$ cat config.mk
export PLATFORM = sky130hd
export DESIGN_NAME = klp32_run_ctrl
export DESIGN_NICKNAME = d
export VERILOG_FILES = /design/src/rtl/klp32_dbg_pkg.sv /design/src/rtl/klp32_run_ctrl_bp_match.sv /design/src/rtl/klp32_run_ctrl.sv
export SDC_FILE = /design/constraint.sdc
export NUM_CORES = 1
export LEC_CHECK = 0
export CAP_MARGIN = 20
export CORE_MARGIN = 3
export CORE_UTILIZATION = 25
export CTS_CLUSTER_DIAMETER = 40
export DETAILED_ROUTE_END_ITERATION = 6
export HOLD_SLACK_MARGIN = 0.08
export SYNTH_ARGS = -nofsm -noshare
export SYNTH_HDL_FRONTEND = slang
export SYNTH_SLANG_ARGS = --single-unit
$ cat constraint.sdc
create_clock -name clk -period 6.2 [get_ports clk]
set_input_delay 0.62 -clock clk [delete_from_list [all_inputs] [get_ports clk]]
set_output_delay 0.62 -clock clk [all_outputs]
set_load 0.05 [all_outputs]
$ cat src/rtl/klp32_dbg_pkg.sv
// Shared types for the KLP32 debug run controller: host command opcodes, halt causes, FSM states.
package klp32_dbg_pkg;

    typedef enum logic [2:0] {
        CMD_NOP     = 3'd0,
        CMD_HALT    = 3'd1,
        CMD_RUN     = 3'd2,
        CMD_STEP    = 3'd3,
        CMD_SET_BP  = 3'd4,
        CMD_CLR_BP  = 3'd5,
        CMD_CLR_CNT = 3'd6
    } cmd_op_t;

    // Five distinct causes, so the encoding needs three bits.
    typedef enum logic [2:0] {
        CAUSE_RESET  = 3'd0,
        CAUSE_BP     = 3'd1,
        CAUSE_EBREAK = 3'd2,
        CAUSE_STEP   = 3'd3,
        CAUSE_HOST   = 3'd4
    } halt_cause_t;

    typedef enum logic [1:0] {
        ST_HALTED   = 2'd0,
        ST_RUNNING  = 2'd1,
        ST_STEPPING = 2'd2
    } run_state_t;

    localparam logic [31:0] EBREAK_INST = 32'h0010_0073;

endpackage

$ cat src/rtl/klp32_run_ctrl_bp_match.sv
// PC breakpoint slots (valid + word address), written by host commands; combinational hit.
module bp_match
    import klp32_dbg_pkg::*;
#(
    parameter int NUM_BP = 4
) (
    input  logic        clk,
    input  logic        reset,
    input  logic        setEn,
    input  logic        clrEn,
    input  logic [2:0]  idx,
    input  logic [29:0] addr,
    input  logic [29:0] pcWord,
    output logic        hit
);

    logic [NUM_BP-1:0] slotVld;
    logic [29:0]       slotAddr [NUM_BP];

    // Indices at or above NUM_BP match no slot, so such commands fall through silently.
    always_ff @(posedge clk) begin
        if (reset) begin
            slotVld <= '0;
        end else begin
            for (int i = 0; i < NUM_BP; i++) begin
                if (idx == 3'(i)) begin
                    if (setEn) begin
                        slotVld[i]  <= 1'b1;
                        slotAddr[i] <= addr;
                    end else if (clrEn) begin
                        slotVld[i]  <= 1'b0;
                    end
                end
            end
        end
    end

    always_comb begin
        hit = 1'b0;
        for (int i = 0; i < NUM_BP; i++) begin
            if (slotVld[i] && (slotAddr[i] == pcWord)) hit = 1'b1;
        end
    end

endmodule

$ cat src/rtl/klp32_run_ctrl.sv
// Run/halt/step sequencer for the KLP32 core: gates commits, halts on breakpoint/EBREAK/host,
// counts retired instructions.
module klp32_run_ctrl
    import klp32_dbg_pkg::*;
#(
    parameter int NUM_BP       = 4,
    parameter int CNT_W        = 32,
    parameter bit START_HALTED = 1'b1
) (
    input  logic             clk,
    input  logic             reset,
    input  logic [31:0]      i_pc,
    input  logic [31:0]      i_inst,
    input  logic             i_cmd_valid,
    output logic             o_cmd_ready,
    input  logic [2:0]       i_cmd_op,
    input  logic [2:0]       i_cmd_idx,
    input  logic [31:0]      i_cmd_arg,
    output logic             o_core_en,
    output logic             o_halted,
    output logic             o_halt_evt,
    output logic [2:0]       o_halt_cause,
    output logic [CNT_W-1:0] o_retired
);

    run_state_t  state, stateNxt;
    halt_cause_t cause, causeNxt;
    logic        skip, skipNxt;
    logic [31:0] stepCnt, stepCntNxt;
    logic        cmdTake, hit, ebrk, stopReq;
    logic [1:0]  unusedPcLsb;

    assign unusedPcLsb  = i_pc[1:0];
    assign o_cmd_ready  = (state != ST_STEPPING);
    assign cmdTake      = i_cmd_valid && o_cmd_ready;
    assign ebrk         = (i_inst == EBREAK_INST);
    // skip lets the instruction we halted on commit once when resuming.
    assign stopReq      = (hit || ebrk) && !skip;
    assign o_halted     = (state == ST_HALTED);
    assign o_halt_cause = cause;

    bp_match #(.NUM_BP(NUM_BP)) u_bp_match (
        .clk    (clk),
        .reset  (reset),
        .setEn  (cmdTake && (i_cmd_op == CMD_SET_BP)),
        .clrEn  (cmdTake && (i_cmd_op == CMD_CLR_BP)),
        .idx    (i_cmd_idx),
        .addr   (i_cmd_arg[31:2]),
        .pcWord (i_pc[31:2]),
        .hit    (hit)
    );

    always_comb begin
        stateNxt   = state;
        causeNxt   = cause;
        skipNxt    = skip;
        stepCntNxt = stepCnt;
        o_core_en  = 1'b0;
        case (state)
            ST_HALTED: begin
                if (cmdTake && (i_cmd_op == CMD_RUN)) begin
                    stateNxt = ST_RUNNING;
                    skipNxt  = 1'b1;
                end else if (cmdTake && (i_cmd_op == CMD_STEP)) begin
                    stateNxt   = ST_STEPPING;
                    stepCntNxt = (i_cmd_arg == 32'd0) ? 32'd1 : i_cmd_arg;
                end
            end
            ST_RUNNING: begin
                o_core_en = !stopReq;
                if (stopReq) begin
                    stateNxt = ST_HALTED;
                    causeNxt = hit ? CAUSE_BP : CAUSE_EBREAK;
                end else if (cmdTake && (i_cmd_op == CMD_HALT)) begin
                    stateNxt = ST_HALTED;
                    causeNxt = CAUSE_HOST;
                end
            end
            ST_STEPPING: begin
                o_core_en  = 1'b1;
                stepCntNxt = stepCnt - 32'd1;
                if (stepCnt == 32'd1) begin
                    stateNxt = ST_HALTED;
                    causeNxt = CAUSE_STEP;
                end
            end
            default: stateNxt = ST_HALTED;
        endcase
        if (o_core_en) skipNxt = 1'b0;
        if (reset) o_core_en = 1'b0;
    end

    always_ff @(posedge clk) begin
        if (reset) begin
            state      <= START_HALTED ? ST_HALTED : ST_RUNNING;
            cause      <= CAUSE_RESET;
            skip       <= 1'b0;
            stepCnt    <= 32'd0;
            o_halt_evt <= 1'b0;
            o_retired  <= '0;
        end else begin
            state      <= stateNxt;
            cause      <= causeNxt;
            skip       <= skipNxt;
            stepCnt    <= stepCntNxt;
            o_halt_evt <= (stateNxt == ST_HALTED) && (state != ST_HALTED);
            if (cmdTake && (i_cmd_op == CMD_CLR_CNT)) o_retired <= '0;
            else if (o_core_en)                       o_retired <= o_retired + CNT_W'(1);
        end
    end

endmodule

== Word level (Yosys, flattened, before mapping) ==
Memories as Yosys holds them, arrays and structs flattened.
Cells that the tools add are included.
Word-level totals
  word-level logic and storage cells: 116
  input port bits: 105
  memory bits (writable): 120
  memories kept: 1
  output and inout bits: 39
  register bits after elaboration: 75
Memories
  u_bp_match.slotAddr: depth 4, bits a word 30, rd ports 4, clocked after memory_dff 0, wr ports 1, RTL line klp32_run_ctrl_bp_match.sv:18  | logic [29:0] slotAddr [NUM_BP];
Operators by class
  multiplexer cells: 45
  add/subtract/negate cells: 2
  eq/ne operators: 22
  reduce and logical (&&, ||, !) cells: 36
Operators with widths (number)
  30-bit == test: 4
  32-bit two-way mux: 3
  30-bit two-way mux: 3
  30-bit OR reduction: 3
  32-bit one-hot mux with 2 select lines: 1
  32-bit by 1-bit adder with 32-bit output, second input constant: 1
  32-bit by 1-bit == test with 1-bit output, second input constant: 1
  32-bit by 21-bit == test with 1-bit output, second input constant: 1
  32-bit logical NOT: 1
  32-bit by 1-bit subtractor with 32-bit output, second input constant: 1
  1-bit two-way mux: 23
  2-bit two-way mux: 9
  1-bit logical AND: 13
  3-bit by 2-bit == test with 1-bit output, second input constant: 4
  2-bit AND reduction: 5
  3-bit == test, second input constant: 3
  3-bit two-way mux: 3
  2-bit nonzero test: 4
  3-bit by 1-bit == test with 1-bit output, second input constant: 2
  2-bit != test, second input constant: 3
  2-bit one-hot mux with 3 select lines: 1
  3-bit one-hot mux with 2 select lines: 1
  3-bit AND reduction: 2
  2-bit logical NOT: 2
  9 further kinds: 11

== Depth between registers and ports, before layout ==
Gate-level depths: netlist (run 1).
  depth after elaboration: 12
  gate-level depth with buffers: 12
  depth with buffers taken out: 10

== Modules after synthesis ==
A second synthesis (run 1) with hierarchy kept.
Second synthesis, totals
  cells, all modules: 898
  area, all modules: 9726.8 um2
By module, submodules not included
  bp_match: cells an instance 316, instances 1, area each 5207.5 um2, seq. area each 3683.5 um2
  klp32_run_ctrl: cells an instance 582, instances 1, area each 4519.3 um2, seq. area each 1421.4 um2

== Least setup slack after synthesis (run 1) ==
No wires, ideal clock.
  path type: register to register
  from: register state[0]
  to: memory u_bp_match.slotAddr[1][0], enable pin
  path buffers: 0
  arrival: 3.986 ns
  setup time: 0.493 ns
  stages on the path, launching flop included: 8
  data required time: 5.707 ns
  clock period less this slack: 4.479 ns
  path slack: 1.721 ns
  cell sequence: dfxtp_1 > inv_1 > ha_1 > inv_1 > nand3_1 > nor3_1 > nand2_1 > nor4_1
Between the ends
  cells in the longest elaborated chain, start to end: 11
  elaborated cells between the ends (all ways): 25
  those cells by class: 1 x eq/ne; 19 x mux; 5 x reduce/logical
RTL lines
  from (decl): RTL line klp32_run_ctrl.sv:26  | run_state_t state, stateNxt;
  from (signal assigned): RTL line klp32_run_ctrl.sv:95  | state <= START_HALTED ? ST_HALTED : ST_RUNNING;
  from (signal assigned): RTL line klp32_run_ctrl.sv:102  | state <= stateNxt;
  2-bit != test (*): RTL line klp32_run_ctrl.sv:34  | assign o_cmd_ready = (state != ST_STEPPING);
  1-bit logical AND (*): RTL line klp32_run_ctrl.sv:35  | assign cmdTake = i_cmd_valid && o_cmd_ready;
  1-bit logical AND (*): RTL line klp32_run_ctrl.sv:45  | .setEn (cmdTake && (i_cmd_op == CMD_SET_BP)),
  1-bit two-way mux (*): RTL line klp32_run_ctrl_bp_match.sv:27  | if (setEn) begin
  1-bit two-way mux: RTL line klp32_run_ctrl_bp_match.sv:26  | if (idx == 3'(i)) begin
  1-bit two-way mux: RTL line klp32_run_ctrl_bp_match.sv:22  | if (reset) begin
  1-bit two-way mux (not written as such): RTL line klp32_run_ctrl_bp_match.sv:29  | slotAddr[i] <= addr;
  30-bit OR reduction (no source line)
  2-bit two-way mux (no source line) / 1-bit two-way mux (equally long branches) (3 in series)
  to (decl): RTL line klp32_run_ctrl_bp_match.sv:18
Mark *: on every way between the ends. The rest lies on a longest branch, timed or not.

== Worst setup path in the final report (run 1) ==
  from: input port i_pc[18]
  to: output port o_core_en
Between the ends
  cells in the longest elaborated chain, start to end: 11
  elaborated cells between the ends (all ways): 17
  those cells by class: 4 x eq/ne; 6 x mux; 7 x reduce/logical
RTL lines
  from (decl): RTL line klp32_run_ctrl.sv:12  | input logic [31:0] i_pc,
  30-bit == test: RTL line klp32_run_ctrl_bp_match.sv:41  | if (slotVld[i] && (slotAddr[i] == pcWord)) hit = 1'b1;
  1-bit logical AND: RTL line klp32_run_ctrl_bp_match.sv:41
  1-bit two-way mux (3 in series): RTL line klp32_run_ctrl_bp_match.sv:41
  1-bit two-way mux (*): RTL line klp32_run_ctrl_bp_match.sv:41
  1-bit logical OR (*): RTL line klp32_run_ctrl.sv:38  | assign stopReq = (hit || ebrk) && !skip;
  1-bit logical AND (*): RTL line klp32_run_ctrl.sv:38
  1-bit logical NOT (*): RTL line klp32_run_ctrl.sv:70  | o_core_en = !stopReq;
  1-bit one-hot mux with 2 select lines (*): RTL line klp32_run_ctrl.sv:59  | case (state)
  1-bit two-way mux (*): RTL line klp32_run_ctrl.sv:90  | if (reset) o_core_en = 1'b0;
  to (decl): RTL line klp32_run_ctrl.sv:19  | output logic o_core_en,
Marks and branches as above.

==> key figures, run 1 <==
STA
  • Period utilization: 0.7154
  • Fin Clk Skew: between 0.015 and 0.02 ns
  • Worst slew margin: 0.3029
  • Hold Vio Cnt, Final: 0
  • Setup-failing EPs final: 0
  • Max Fclk: between 200 and 250 MHz
  • Post-layout min period: between 4 and 5 ns
  • RSZ-0062 raised after global routing: no
  • Setup ws final: 1.765 ns
  • Setup TNS: 0 ns
  • Worst slew pin tran: ~1.0 ns
  • Max-slew violations: 0

Detailed routing
  • Total routed wirelength: 28,040 um
  • Residual DRC: 0
  • Final ANT Viol Nets: 0
  • Initial drt markers: around 530
  • Wire length on met2: ~13,000 um
  • DR vias/cell: 4.860
  • WL met1: 12,180 um
  • Via count: between 7,000 and 8,000
  • WL/cell: about 18 um
  • DR top layer: met5
  • Met3 WL: about 1800 um
  • Number of iterations in the first detailed-routing pass: 5

Die
  • Die height: between 200 and 250 um
  • Die W: around 200 um
  • Starting Density: 0.2569
  • Io pins: ~140
  • Row count: 71
  • Std-Cell Core Area: 0.03820 mm2
  • Full die area: 0.04167 mm2

Power
  • Cell area power density: about 240 mW/mm2
  • Internal Power: roughly 2.1 mW
  • Clock power share: 0.408
  • Pwr Total: approximately 2.9 mW
  • NetSw: ~0.8 mW
  • Switching share of power: 0.2767
  • Seq pwr share: 0.484
  • Logic pwr share: 0.108
  • Leakage: roughly 3.7 nW
  • VDD IR max: ~0.21 mV

CTS
  • Post-CTS Setup Inserts: 0
  • CTS tree: yes
  • Worst-case clock buffer depth: 2
  • Clock Latency Late Sink: about 0.45 ns
  • Clock net sink count: slightly below 200
  • Resized cells post-CTS: 0
  • Reg clk slew, reported paths: 0.08 ns
  • H-tree depth: 4
  • Cts hold-fix bufs: 0
  • Root buf cell: clkbuf_16
  • CTS buffer count: 17

Critical path
  • Critical Path Sink Type: primary output
  • Critical path class: in2out
  • Worst path bufs/invs: 2
  • Ordered cell list for the critical path: clkdlybuf4s50_1 -> xnor2_1 -> nand4_1 -> or4_1 -> nor4_1 -> a221o_2 -> a2bb2oi_4 -> nor2_1 -> clkdlybuf4s50_1
  • Crit path required time: ~5.6 ns
  • Crit path DAT: between 3 and 4 ns
  • Family with the most delay on the worst path: buffers and inverters
  • Max incr delay on CP: 0.74 ns
  • CP max FO: 5
  • Slowest-stage cell, CP: clkdlybuf4s50_1
  • Critical path's most frequent cell: clkdlybuf4s50_1
  • Worst Setup Start Kind: primary input

Layout
  • Layout area overhead: 24.47%
  • Antenna cells: 0
  • Layout fillers: roughly 3,900
  • Layout cells sized above 1: 0.1264
  • Final nets: 1,112

Placed design
  • IO Port Bufs: roughly 140
  • Pre-CTS WS: 1.747 ns
  • HPWL after DPL: approximately 20,000 um
  • RD Place Congestion: 0.8276

Synthesis
  • Syn_nets: between 1,000 and 1,500
  • Ys Warns: 0
  • Seq/Total Area, Yosys: 0.5202
  • Unique cell type count in the Yosys netlist: roughly 70
  • Post-synthesis simple-gate area fraction: 0.1693
  • Post-synthesis compound-gate area fraction: 0.1395
  • Cell Area, Synth: 0.009813 mm2
  • XOR/XNOR Fraction of Synth Area: 0.1100
  • Avg Inst Size Synth: between 10 and 15 um2
  • Number of synthesized flops with an enable pin: 120
  • Main combinational cell family by area after synthesis: simple AND/OR/NAND/NOR gates
  • Adder and majority gate portion of the synthesized area: 0.008925
  • Post-synthesis mux area share: 0.003060
  • Flip-flop and latch count after synthesis: roughly 200
  • Most used DFF post-synth: edfxtp_1
  • Synth async-reset ratio: 0
  • Cells after synthesis: 894

Global routing
  • Gr usage total: 0.1354
  • Vias in the first global route: approximately 7,500
  • Initial antenna violation count: 1
  • Total gr overflow: 0
  • Largest net degree at the start of global routing: 67
  • First-pass GRT wire length: ~43,000 um

Run
  • Max cap viols: 0

Worst hold path
  • Hold WC Path Type: reg2reg

Run status
  • Outcome: finished clean
routing by layer:
metal / vias to the layer above / global-route usage
met5: - / 0
met4: 2 / 0.04129
met3: 25 / 0.03201
met2: 213 / 0.2228
met1: 3611 / 0.1771
li1: 3556 / -
state kept, by name (all words and copies together) (netlist names):
register	count
o_retired	32
state	2
skip	1
o_halt_cause	3
o_halt_evt	1
stepCnt	32
u_bp_match.slotAddr	120
u_bp_match.slotVld	4
through the flow:
step	cell area, um2	std cells	hold WS (ns)	util
after global routing	12210	1524	0.5120	0.3198
final	12210	1524	0.4763	0.3198
after CTS	12190	1523	0.4770	0.3192
after floorplan	9813	894	0.4438	-
after detailed placement	11560	1491	0.4646	0.3026
after global placement	11560	1491	0.4558	0.3026
cell usage in the layout, fill, tap and decap left out, types with 15 or more instances in the layout:
master and n:
inv_1 18, nor4_1 24, a21oi_1 39, o31ai_2 15, o21ai_0 25, dfxtp_1 75
nand3_1 28, nand4_1 45, nor2_1 55, nor3_1 18, or4_1 18, clkdlybuf4s50_1 140
a211oi_1 16, xnor2_1 111, a21oi_2 25, edfxtp_1 120, clkbuf_16 17, nand2_1 49
cell type report:
class / instances / area, um2 / share of cell area
repair buffers: 152 / 1504 / 0.1231
multi-input cells: 616 / 4263 / 0.3490
flip-flops and latches: 195 / 5105 / 0.4179
clock buffers: 17 / 425.4 / 0.03483
well taps: 511 / 639.4 / 0.05235
clock inverters: 15 / 210.2 / 0.01721
inverters: 18 / 67.56 / 0.005532
worst min-delay path: cells and delay by family (launching register included):
family          cells  cell delay (ns)
compound gates      1             0.05
flops               1             0.32
simple gates        1             0.06
cell usage after synthesis (10+ instances only):
library cell  number  area share
a211oi_1          16       0.012
a21oi_1           39       0.020
a21oi_2           25       0.022
and3_1            10      0.0064
buf_2             21       0.011
clkbuf_1          25      0.0096
dfxtp_1           75        0.15
edfxtp_1         120        0.37
inv_1             18      0.0069
nand2_1           49       0.019
nand3_1           28       0.014
nand4_1           45       0.029
nor2_1            57       0.022
nor3_1            18      0.0092
nor4_1            26       0.017
o21ai_0           25       0.013
o21ai_2           10      0.0089
o22ai_1           10      0.0064
o31ai_2           15       0.019
or3_1             12      0.0076
or4_1             18       0.014
xnor2_1          111       0.099
path summary, 6_finish.rpt:
kind                                                start       endpoint  slack (ns)  depth (start not counted)
worst min register to register                stepCnt[30]    stepCnt[30]        0.48                          2
worst max register to register  u_bp_match.slotAddr[2][7]  o_retired[11]        2.96                          9
worst min-delay path                          stepCnt[30]    stepCnt[30]        0.48                          2
worst max-delay path                             i_pc[18]      o_core_en        1.76                          9
power by group through the flow:
stage / Sequential (mW) / Combinational (mW) / Clock (mW)
global route: 1.39 / 0.339 / 1.24
global placement: 1.42 / 0.307 / 0
detailed placement: 1.42 / 0.311 / 0
finish: 1.39 / 0.311 / 1.17
floorplan: 1.42 / 0.174 / 0
CTS: 1.39 / 0.313 / 1.20
cells by family (layout without fill, tap and decap cells):
logic type	count (synthesis)	after routing
muxes	3	3
DFF	195	195
adders and majority gates	7	7
buffers and inverters	83	202
and+or+nand+nor	303	303
xor gates and xnor gates	119	119
AOI/OAI and AO/OA	184	184
No activity file was read; power rests on OpenSTA's default activity.
==> run 2: changes to the inputs <==
- clock period: 6.2 -> 4.05 ns (I/O delays scaled with it)
==> key figures, run 2 (synthesized netlist as in run 1, its figures left out) <==
Die
  • Io pins: 144 (unchanged)
  • Starting Density: 0.2569 (unchanged)
  • Row count: 71 (unchanged)
  • Full die area: 0.04167 mm2 (unchanged)
  • Die W: 204.1 um (unchanged)
  • Std-Cell Core Area: 0.03820 mm2 (unchanged)
  • Die height: 204.1 um (unchanged)

Global routing
  • Vias in the first global route: 7,239 (was 7,453)
  • Largest net degree at the start of global routing: 65 (was 67)
  • Initial antenna violation count: 1 (unchanged)
  • Total gr overflow: 0 (unchanged)
  • First-pass GRT wire length: 42,570 um (was 43,480 um)
  • Gr usage total: 0.1340 (was 0.1354)

Detailed routing
  • Via count: 7,393 (was 7,407)
  • DR top layer: met5 (unchanged)
  • Total routed wirelength: 28,090 um (was 28,040 um)
  • Residual DRC: 0 (unchanged)
  • Initial drt markers: 477 (was 525)
  • Number of iterations in the first detailed-routing pass: 5 (unchanged)
  • WL met1: 12,170 um (was 12,180 um)
  • Met3 WL: 1872 um (was 1802 um)
  • Final ANT Viol Nets: 0 (unchanged)
  • Wire length on met2: 13,610 um (was 13,480 um)
  • DR vias/cell: 4.845 (was 4.860)
  • WL/cell: 18.41 um (was 18.40 um)

CTS
  • Clock net sink count: 195 (unchanged)
  • Root buf cell: clkbuf_16 (unchanged)
  • CTS tree: yes (unchanged)
  • Resized cells post-CTS: 0 (unchanged)
  • Cts hold-fix bufs: 0 (unchanged)
  • Reg clk slew, reported paths: 0.08 ns (about the same)
  • H-tree depth: 4 (unchanged)
  • Clock Latency Late Sink: 0.46 ns (was 0.45 ns)
  • CTS buffer count: 17 (unchanged)
  • Worst-case clock buffer depth: 2 (unchanged)
  • Post-CTS Setup Inserts: 0 (unchanged)

Critical path
  • Crit Reg-Reg Startpoint: u_bp_match.slotAddr[2][14] (was u_bp_match.slotAddr[2][7])
  • Critical path class: in2out (unchanged)
  • Crit path required time: 3.64 ns (was 5.58 ns)
  • CP Launch Point: i_pc[4] (was i_pc[18])
  • Critical Path Sink Type: primary output (unchanged)
  • CP max FO: 5 (unchanged)
  • Worst reg2reg setup slack: 1.18 ns (was 2.96 ns)
  • FF-to-FF path depth: 9 (unchanged)
  • Worst Setup Start Kind: primary input (unchanged)
  • Crit path DAT: 3.17 ns (was 3.82 ns)

Worst hold path
  • Hold WC Path Type: in2reg (was reg2reg)
  • Hold path cells: 2 (unchanged)
  • Hold path startpoint: reset (was stepCnt[30])

Layout
  • Top flop regs: u_bp_match.slotAddr: 120 flops, o_retired: 32 flops, stepCnt: 32 flops (unchanged)
  • Largest register FFs: 120 (unchanged)
  • Commonest non-fill, non-tap cell in the layout: clkdlybuf4s50_1 (unchanged)
  • Commonest non-fill, non-tap cells in the layout: clkdlybuf4s50_1, edfxtp_1, xnor2_1 (unchanged)
  • Layout area overhead: 24.33% (was 24.47%)
  • Top reg by flops: u_bp_match.slotAddr (unchanged)
  • Layout cells sized above 1: 0.1281 (was 0.1264)
  • Final nets: 1,114 (was 1,112)
  • Final instance area: 0.01220 mm2 (was 0.01221 mm2)
  • Antenna cells: 0 (unchanged)

STA
  • Post-layout min period: approximately 3.6 ns
  • Max Fclk: 279.6 MHz
  • RSZ-0062 raised after global routing: no (unchanged)
  • Hold Vio Cnt, Final: 0 (unchanged)
  • Worst slew pin tran: 1.112 ns (was 1.046 ns)
  • Period utilization: 0.8830
  • Worst slew margin: 0.2584 (was 0.3029)
  • Max-slew violations: 0 (unchanged)
  • Setup TNS: 0 ns (unchanged)
  • Fin Clk Skew: 0.02266 ns (was 0.01509 ns)
  • Setup-failing EPs final: 0 (unchanged)

Placed design
  • RD Place Congestion: 0.8278 (was 0.8276)
  • IO Port Bufs: 141 (unchanged)
  • Placed Area: 0.01160 mm2 (was 0.01156 mm2)
  • HPWL after DPL: 19,950 um (was 20,060 um)

Run
  • Max cap viols: 0 (unchanged)

Run status
  • Outcome: finished clean (unchanged)

Power
  • Leakage: 3.652 nW (was 3.650 nW)
  • VDD IR max: 0.3170 mV (was 0.2145 mV)
  • Cell area power density: 354.1 mW/mm2 (was 235.5 mW/mm2)
-- run 2: metrics by stage --
step,cells,setup WS [ns],hold slack (ns),total power [mW],util
2_1_floorplan,894,0.8355,0.4438,2.446,-
6_report,1526,0.4738,0.4615,4.321,0.3194
3_3_place_gp,1493,0.4696,0.4598,2.650,0.3037
3_5_place_dp,1493,0.4418,0.4653,2.655,0.3037
4_1_cts,1525,0.4595,0.4407,4.363,0.3192
5_1_grt,1526,0.3616,0.4684,4.474,0.3194
-- run 2: power by group --
| part | internal [mW] | switching (mW) | leakage (nW) | total (mW) |
|---|---|---|---|---|
| clock network | 0.856 | 0.854 | 0.290 | 1.71 |
| logic | 0.202 | 0.277 | 1.68 | 0.479 |
| registers | 2.12 | 0.0146 | 1.68 | 2.13 |
-- run 2: worst paths after layout --
| kind | endpoint |
|---|---|
| min reg2reg | stepCnt[30] |
| max | o_core_en |
| max reg2reg | o_retired[31] |
| min | stepCnt[21] |
-- run 2: worst max-delay path, cell delays in order --
cell	delay, ns
clkdlybuf4s50_1	0.73
xnor2_2	0.16
nand4_1	0.11
or4_1	0.58
nor4_1	0.33
a221o_2	0.33
a2bb2oi_4	0.22
nor2_1	0.06
buf_4	0.21
-- run 2: layout make-up --
cell class | count | area, um2
fillers | 3922 | 26000
clock buffers | 19 | 454.2
well taps | 511 | 639.4
repair buffers | 154 | 1516
multi-input cells | 616 | 4280
clock inverters | 13 | 137.6
inverters | 18 | 67.56
flip-flops and latches | 195 | 5105
-- run 2: metal layers --
metal  track usage  vias up
met5             0        -
met4       0.03662        2
met3       0.03583       29
met2        0.2235      220
met1        0.1719     3596
li1              -     3546
==> run 3: changes to the inputs <==
- CAP_MARGIN: 20 -> default
==> key figures, run 3 (synthesized netlist as in run 1, its figures left out) <==
Run status
  • Outcome: finished clean (unchanged)

CTS
  • Clock Latency Late Sink: 0.46 ns (about the same)
  • Post-CTS Setup Inserts: 0 (unchanged)
  • Clock net sink count: 195 (unchanged)
  • Worst-case clock buffer depth: 2 (unchanged)
  • H-tree depth: 4 (unchanged)
  • CTS tree: yes (unchanged)
  • Root buf cell: clkbuf_16 (unchanged)
  • CTS buffer count: 17 (unchanged)
  • Resized cells post-CTS: 0 (unchanged)
  • Cts hold-fix bufs: 0 (unchanged)
  • Reg clk slew, reported paths: 0.08 ns (about the same)

Detailed routing
  • WL/cell: 18.38 um (was 18.41 um)
  • Initial drt markers: 487 (was 477)
  • Total routed wirelength: 28,040 um (was 28,090 um)
  • Number of iterations in the first detailed-routing pass: 5 (unchanged)
  • Final ANT Viol Nets: 0 (unchanged)
  • DR vias/cell: 4.864 (was 4.845)
  • Residual DRC: 0 (unchanged)
  • Via count: 7,418 (was 7,393)

Layout
  • Final nets: 1,113 (was 1,114)
  • Commonest non-fill, non-tap cell in the layout: clkdlybuf4s50_1 (unchanged)
  • Final instance area: 0.01219 mm2 (was 0.01220 mm2)
  • Commonest non-fill, non-tap cells in the layout: clkdlybuf4s50_1, edfxtp_1, xnor2_1 (unchanged)
  • Layout cells sized above 1: 0.1272 (was 0.1281)
  • Largest register FFs: 120 (unchanged)
  • Top reg by flops: u_bp_match.slotAddr (unchanged)
  • Layout area overhead: 24.25% (was 24.33%)
  • Top flop regs: u_bp_match.slotAddr: 120 flops, o_retired: 32 flops, stepCnt: 32 flops (unchanged)
  • Antenna cells: 0 (unchanged)
  • Layout fillers: 3,922 (unchanged)

Critical path
  • Critical path class: in2out (unchanged)
  • Worst Setup Start Kind: primary input (unchanged)
  • Crit path DAT: 3.17 ns (about the same)
  • CP max FO: 5 (unchanged)
  • Critical Path Sink Type: primary output (unchanged)
  • Crit path required time: 3.64 ns (about the same)

Die
  • Io pins: 144 (unchanged)
  • Die W: 204.1 um (unchanged)
  • Full die area: 0.04167 mm2 (unchanged)
  • Starting Density: 0.2569 (unchanged)
  • Row count: 71 (unchanged)
  • Die height: 204.1 um (unchanged)
  • Std-Cell Core Area: 0.03820 mm2 (unchanged)

STA
  • Setup-failing EPs final: 0 (unchanged)
  • Hold slack: 0.4655 ns (was 0.4615 ns)
  • Worst slew margin: 0.2108 (was 0.2584)
  • Post-layout min period: 3.579 ns (was 3.576 ns)
  • Fin Clk Skew: 0.02224 ns (was 0.02266 ns)
  • RSZ-0062 raised after global routing: no (unchanged)
  • Max-slew violations: 0 (unchanged)
  • Setup TNS: 0 ns (unchanged)
  • Hold Vio Cnt, Final: 0 (unchanged)
  • Worst slew pin tran: 1.179 ns (was 1.112 ns)
  • Max Fclk: 279.4 MHz (was 279.6 MHz)
  • Period utilization: 0.8837 (was 0.8830)

Power
  • Cell area power density: 353.9 mW/mm2 (was 354.1 mW/mm2)
  • VDD IR max: 0.3173 mV (was 0.3170 mV)
  • Leakage: 3.648 nW (was 3.652 nW)
  • Pwr Total: 4.315 mW (was 4.321 mW)

Run
  • Max cap viols: 0 (unchanged)

Placed design
  • HPWL after DPL: 19,950 um (unchanged)
  • IO Port Bufs: 141 (unchanged)
  • RD Place Congestion: 0.8278 (unchanged)
  • Placed Area: 0.01160 mm2 (unchanged)

Global routing
  • Vias in the first global route: 7,239 (unchanged)
  • Total gr overflow: 0 (unchanged)
  • Initial antenna violation count: 1 (unchanged)
  • Largest net degree at the start of global routing: 65 (unchanged)
  • First-pass GRT wire length: 42,570 um (unchanged)
  • Gr usage total: 0.1340 (unchanged)

Worst hold path
  • Hold WC Path Type: in2reg (unchanged)
==> run 3: changes by cell type in the layout (fill, tap and decap cells not counted), sizes merged <==
cell  delta
buf      -1
==> run 3: path summary, 6_finish.rpt <==
path	cells past startpoint	slack [ns]	start	endpoint
worst max register to register	9	1.14	state[0]	stepCnt[28]
worst min register to register	2	0.48	stepCnt[28]	stepCnt[28]
worst min-delay path	2	0.47	reset	stepCnt[16]
worst max-delay path	9	0.47	i_pc[4]	o_core_en
==> run 3: report_power, final <==
group / internal, mW / leakage (nW) / switching, mW / total [mW]
combinational: 0.201 / 1.67 / 0.276 / 0.477
sequential: 2.12 / 1.68 / 0.0147 / 2.13
clock: 0.856 / 0.290 / 0.850 / 1.71
total: 3.18 / 3.65 / 1.14 / 4.32
==> run 3: final cells by class <==
| cell class | count | area, um2 | area share |
|---|---|---|---|
| Clock buffer | 19 | 454.2 | 0.03725 |
| Clock inverter | 13 | 137.6 | 0.01129 |
| Inverter | 18 | 67.56 | 0.005541 |
| Multi-Input combinational cell | 616 | 4280 | 0.3511 |
| Sequential cell | 195 | 5105 | 0.4187 |
| Tap cell | 511 | 639.4 | 0.05244 |
| Timing Repair Buffer | 153 | 1509 | 0.1238 |
==> run 3: metal layers <==
layer | share of wire | global-route usage
met1 | 0.43 | 0.1719
met2 | 0.49 | 0.2235
met3 | 0.065 | 0.03583
met4 | 0.014 | 0.03662
met5 | 0.00046 | 0
==> run 3: critical path, cell delays in order <==
cell and delay (ns):
clkdlybuf4s50_1 0.73, xnor2_2 0.16, nand4_1 0.11, or4_1 0.58, nor4_1 0.33, a221o_2 0.34, a2bb2oi_4 0.22, nor2_1 0.06
buf_4 0.21
==> run 3: stage by stage <==
step	setup WS, ns	instances	utilization
6_report	0.4710	1525	0.3192
2_1_floorplan	0.8355	894	-
4_1_cts	0.4595	1525	0.3192
5_1_grt	0.3616	1525	0.3192
3_5_place_dp	0.4418	1493	0.3037
3_3_place_gp	0.4696	1493	0.3037
